### src/rtl/rgb_pattern_sequencer_pkg.sv
// rgb_pattern_sequencer_pkg: shared state encodings, widths and pattern-step helper
package rgb_pattern_sequencer_pkg;
  localparam int PAT_SEL_W = 4;
  localparam int DWELL_W = 16;
  typedef enum logic [1:0] {
    ST_IDLE  = 2'd0,
    ST_SHOW  = 2'd1,
    ST_BLANK = 2'd2
  } state_t;
  function automatic logic [PAT_SEL_W-1:0] next_pat(input logic [PAT_SEL_W-1:0] sel,
                                                    input logic [PAT_SEL_W-1:0] last);
    return (sel == last) ? '0 : sel + 1'b1;
  endfunction
endpackage

### src/rtl/rgb_pattern_sequencer_vsa_edge_detect.sv
// vsa_edge_detect: registers VSA and flags its rising edge as the frame tick
module vsa_edge_detect (
  input  logic i_clk,
  input  logic i_rst,
  input  logic i_vsa,
  output logic o_tick
);
  logic r_vsa_d;
  always_ff @(posedge i_clk or posedge i_rst)
    if (i_rst) r_vsa_d <= 1'b0;
    else r_vsa_d <= i_vsa;
  assign o_tick = i_vsa & ~r_vsa_d;
endmodule

### src/rtl/rgb_pattern_sequencer.sv
// rgb_pattern_sequencer: frame-aligned test pattern selection with dwell timer,
// manual req/ack advance and optional black frame between patterns
module rgb_pattern_sequencer
  import rgb_pattern_sequencer_pkg::*;
#(
  parameter int PAT_NUM      = 8,
  parameter int DWELL_FRAMES = 60,
  parameter int BLANK_EN     = 1
) (
  input  logic                 Sys_Clock,
  input  logic                 Reset,
  input  logic                 VSA,
  input  logic                 Auto_En,
  input  logic                 Hold,
  input  logic                 Next_Req,
  output logic                 Next_Ack,
  output logic [PAT_SEL_W-1:0] Pattern_Sel,
  output logic                 Blank,
  output logic                 Wrap_Pulse,
  output logic [15:0]          Frame_Cnt,
  output logic [1:0]           State
);
  localparam logic [PAT_SEL_W-1:0] LAST_PAT   = PAT_SEL_W'(PAT_NUM - 1);
  localparam logic [DWELL_W-1:0]   DWELL_LAST = DWELL_W'(DWELL_FRAMES - 1);
  state_t                 r_state, w_state_nxt;
  logic [PAT_SEL_W-1:0]   r_sel;
  logic [DWELL_W-1:0]     r_dwell;
  logic [15:0]            r_fcnt;
  logic                   r_pend, r_ack, r_wrap;
  logic                   w_tick, w_show, w_blank, w_expire, w_adv, w_accept;
  vsa_edge_detect u_edge (
    .i_clk (Sys_Clock),
    .i_rst (Reset),
    .i_vsa (VSA),
    .o_tick(w_tick)
  );
  assign w_show   = (r_state == ST_SHOW);
  assign w_blank  = (r_state == ST_BLANK);
  assign w_expire = Auto_En & ~Hold & (r_dwell == DWELL_LAST);
  assign w_adv    = w_tick & ((w_show & (w_expire | r_pend)) | (w_blank & r_pend));
  assign w_accept = (w_show | w_blank) & Next_Req & ~r_pend & ~r_ack;
  always_ff @(posedge Sys_Clock or posedge Reset)
    if (Reset) r_state <= ST_IDLE;
    else r_state <= w_state_nxt;
  // encoding 3 is unreachable but recovers like IDLE
  always_comb begin
    w_state_nxt = r_state;
    case (r_state)
      ST_SHOW:  w_state_nxt = (w_adv && BLANK_EN != 0) ? ST_BLANK : ST_SHOW;
      ST_BLANK: w_state_nxt = (w_tick && !r_pend) ? ST_SHOW : ST_BLANK;
      default:  w_state_nxt = w_tick ? ST_SHOW : r_state;
    endcase
  end
  always_comb begin
    Blank       = ~w_show;
    State       = r_state;
    Next_Ack    = r_ack;
    Pattern_Sel = r_sel;
    Wrap_Pulse  = r_wrap;
    Frame_Cnt   = r_fcnt;
  end
  // a request accepted on an advancing edge survives it: set wins over clear
  always_ff @(posedge Sys_Clock or posedge Reset)
    if (Reset) begin
      r_sel   <= '0;
      r_dwell <= '0;
      r_fcnt  <= '0;
      r_pend  <= 1'b0;
      r_ack   <= 1'b0;
      r_wrap  <= 1'b0;
    end else begin
      r_ack  <= w_accept;
      r_wrap <= w_adv & (r_sel == LAST_PAT);
      if (w_tick) r_fcnt <= r_fcnt + 1'b1;
      if (w_adv) r_sel <= next_pat(r_sel, LAST_PAT);
      if (w_accept) r_pend <= 1'b1;
      else if (w_adv) r_pend <= 1'b0;
      if (w_adv || (w_tick && !w_show && !w_blank)) r_dwell <= '0;
      else if (w_tick && w_show && Auto_En && !Hold) r_dwell <= r_dwell + 1'b1;
    end
endmodule

### config.mk
export PLATFORM = sky130hd
export DESIGN_NAME = rgb_pattern_sequencer
export DESIGN_NICKNAME = d
export VERILOG_FILES = /design/src/rtl/rgb_pattern_sequencer_pkg.sv /design/src/rtl/rgb_pattern_sequencer_vsa_edge_detect.sv /design/src/rtl/rgb_pattern_sequencer.sv
export SDC_FILE = /design/constraint.sdc
export NUM_CORES = 1
export LEC_CHECK = 0
export BUFFER_PORTS_ARGS = -buffer_cell sky130_fd_sc_hd__buf_2
export CORE_ASPECT_RATIO = 0.9
export CORE_UTILIZATION = 63
export CTS_BUF_LIST = sky130_fd_sc_hd__clkbuf_4
export CTS_CLUSTER_SIZE = 8
export DETAILED_ROUTE_END_ITERATION = 16
export PLACE_DENSITY = 0.87
export SYNTH_ARGS = -nofsm -noshare
export SYNTH_HDL_FRONTEND = slang
export SYNTH_SLANG_ARGS = --single-unit
### constraint.sdc
create_clock -name Sys_Clock -period 3 [get_ports Sys_Clock]
set_clock_uncertainty 0.05 [all_clocks]
set_input_delay 0.6 -clock Sys_Clock [delete_from_list [all_inputs] [get_ports Sys_Clock]]
set_output_delay 0.6 -clock Sys_Clock [all_outputs]
set_load 0.005 [all_outputs]
==> results by group <==
Logic synthesis
  – Mapped Nets: between 200 and 250
  – Post-synth EDFFs: 0
  – Synth Area in Adders: 0.0296
  – Yosys cell types: approximately 40
  – Sequential share of the synthesized area: 0.497
  – Ys Warns: 0
  – Yosys top cell area share: 0.497
  – Mean Syn Cell Area: 10.4 um^2
  – FF+latch count, synth: 42
  – Commonest cells post-synth: dfrtp_1 (42), xnor2_1 (20), nor3_1 (16), nand2_1 (14), nand3_1 (12)
  – Dominant cells by area after synthesis: dfrtp_1 (50%), xnor2_1 (8.3%), nor3_1 (3.8%)
  – Post-Synth XOR/XNOR Area: 0.108
  – Asr flop ratio synth: 1.00
  – Simple-gate share of the synthesized area: 0.252
  – Count leader, synth: dfrtp_1
  – Synth area leader: dfrtp_1
  – Top_reg_cell synth: dfrtp_1
  – Synth Cell Area: between 0.002 and 0.0025 mm^2
  – Post-Syn Instances: 204
  – Mux cell area share after synthesis: 0.0148
  – Largest family of logic cells by synthesized area: simple AND/OR/NAND/NOR gates
  – Compound-Gate Fraction of Synth Area: 0.0728

Place
  – PortBufs: 30
  – Dpl hpwl: approximately 3 mm
  – Gpl congestion: just under 0.9

Drt
  – Vias/cell: ~5.7
  – Drt initial violations: about 100
  – Total vias in the final route: approximately 1.6k
  – Pre-antenna DRT Iters: 4
  – Wire per inst: about 14 um
  – Residual DRC count: 0
  – DRT Wirelength: approximately 4 mm
  – Antenna viol nets, final: 0

Finish
  – Layout filler cell count: roughly 200
  – Ant. Diodes: 0
  – P&R area growth vs syn: 12.2%
  – Nets: approximately 250
  – Final design utilization: 0.762
  – Share of cells above drive strength 1: 0.203

Setup path
  – WS Path Type: reg2reg
  – Crit end category: flop
  – Req. time, crit path: roughly 3.2 ns
  – Worst Path Arrival: between 2 and 3 ns
  – Setup crit start kind: flop
  – Largest fanout on the critical path: 8

CTS
  – CTS HTree Levels: 2
  – Cts bufs inserted: 5
  – TritonCTS clock tree: done
  – CTS Buffer Depth: 2
  – Post-CTS Setup Bufs: 0
  – Clk Latency, worst-skew pair: around 0.35 ns
  – Root Buffer: clkbuf_4
  – Resize count post-CTS: 0
  – Post-CTS Hold Buffers: 0
  – Clock slew at reported path FFs: around 0.12 ns
  – Clock sink count: between 40 and 50

Job
  – Max Cap Viol: 0

Global routing
  – Global-route wire length before repair: just under 7 mm
  – GRT overflow: 0
  – Antenna violations before repair: 0
  – Number of global-route vias before repair: 1552
  – Largest net degree at the start of global routing: 43
  – GRT Util Overall: 0.249

Timing
  – RSZ-0062 raised after global routing: false
  – Worst slew pin tran: a little over 0.7 ns
  – Final Max Tran Viols: 0
  – Final-report hold violation count: 0
  – Fmax: between 0.4 and 0.5 GHz
  – Hold slack: about 0.31 ns
  – Period utilization: 0.777
  – Setup TNS: 0 ns
  – Min Tclk post-route: ~2.3 ns
  – Final setup fails: 0
  – Rel. slew slack: 0.526

Status
  – Status: complete, no violations

Floorplanning
  – Overall die height: approximately 57 um
  – Starting Density: 0.679
  – Die area: around 0.0036 mm^2
  – Rows: 19
  – # IOs: 31
  – DIE WIDTH: 63.1 um
  – Core area: around 0.0031 mm^2

Power and ir drop
  – Worst IR Drop VDD: between 0.3 and 0.4 mV
  – Leakage: ~1.1 nW
  – P per Cell Area: approximately 630 mW/mm^2

Min path
  – Hold Path Class: in2async
[worst paths after layout]
kind	from	to	slack (ns)	cells past startpoint
setup / recovery	State[1]	r_dwell[15]	0.67	6
hold / removal	Reset	State[1]	0.31	3
setup reg to reg	State[1]	r_dwell[15]	0.67	6
hold reg to reg	Next_Ack	Next_Ack	0.40	1
max in group asynchronous	Reset	r_dwell[6]	2.23	3
min in group Sys_Clock	VSA	u_edge.r_vsa_d	0.37	1
[sequential cells by signal, indices dropped and copies added, names as in the netlist]
| signal | flops |
|---|---|
| Frame_Cnt | 16 |
| u_edge.r_vsa_d | 1 |
| r_dwell | 16 |
| r_pend | 1 |
| State | 2 |
| Next_Ack | 1 |
| Wrap_Pulse | 1 |
| Pattern_Sel | 4 |
[final cells by class]
class / count / area [um^2] / share of cell area
sequential: 42 / 1050 / 0.443
timing repair buffer: 33 / 173 / 0.0728
clock buffer: 6 / 45.0 / 0.0190
multi-input combinational: 149 / 1010 / 0.425
inverter: 9 / 33.8 / 0.0142
tap: 42 / 52.6 / 0.0222
clock inverter: 2 / 8.76 / 0.00369
[per-stage QoR]
| stage | power, W | instances | area, um^2 | setup WS (ns) |
|---|---|---|---|---|
| after global routing | 0.00161 | 283 | 2370 | 0.559 |
| after detailed placement | 0.00124 | 275 | 2320 | 0.710 |
| after CTS | 0.00150 | 283 | 2370 | 0.681 |
| after global placement | 0.00120 | 275 | 2320 | 0.766 |
| after floorplan | 0.00106 | 204 | 2110 | 0.891 |
| final | 0.00149 | 283 | 2370 | 0.668 |
[layout by cell type, fill, tap and decap left out, types with 2 or more instances in the layout]
cell      count
dfrtp_1      42
buf_2        30
xnor2_1      20
nor3_1       16
nand2_1      14
nand3_1      12
nor2_1       10
inv_1         9
nor4_1        7
nand4_1       6
o21ai_0       6
xor2_1        6
clkbuf_4      6
or3_1         5
ha_1          5
o211ai_1      4
a21oi_1       4
a211oi_1      3
nor2b_1       3
buf_4         3
nand3b_1      2
and3_1        2
or2_2         2
nand4b_1      2
and4_1        2
nor4b_1       2
mux2i_1       2
[worst max-delay path, cell delays in order (launching register included)]
cell,delay (ns)
dfrtp_1,0.41
inv_1,0.08
ha_1,0.35
nand4b_4,0.20
or3_4,0.45
or4_4,0.49
a211oi_2,0.21
[per-layer routing]
| metal | share of wire | global-route usage |
|---|---|---|
| met1 | 0.48 | 0.336 |
| met2 | 0.47 | 0.401 |
| met3 | 0.031 | 0.0500 |
| met4 | 0.018 | 0.0997 |
| met5 | 0 | 0 |
[cells by family after synthesis]
group | count (synthesis)
AND/OR/NAND/NOR | 92
flip-flops | 42
XOR/XNOR | 26
AO/OA/AOI/OAI | 23
buffers and inverters | 13
adder cells (fa/ha/maj) | 5
multiplexers | 3
[power by group]
group	internal (W)	switching (W)
Clock	0.0000972	0.000173
Combinational	0.000211	0.000258
Sequential	0.000657	0.0000975
Total	0.000965	0.000529
Note: power is estimated with default switching activity, not from simulation.
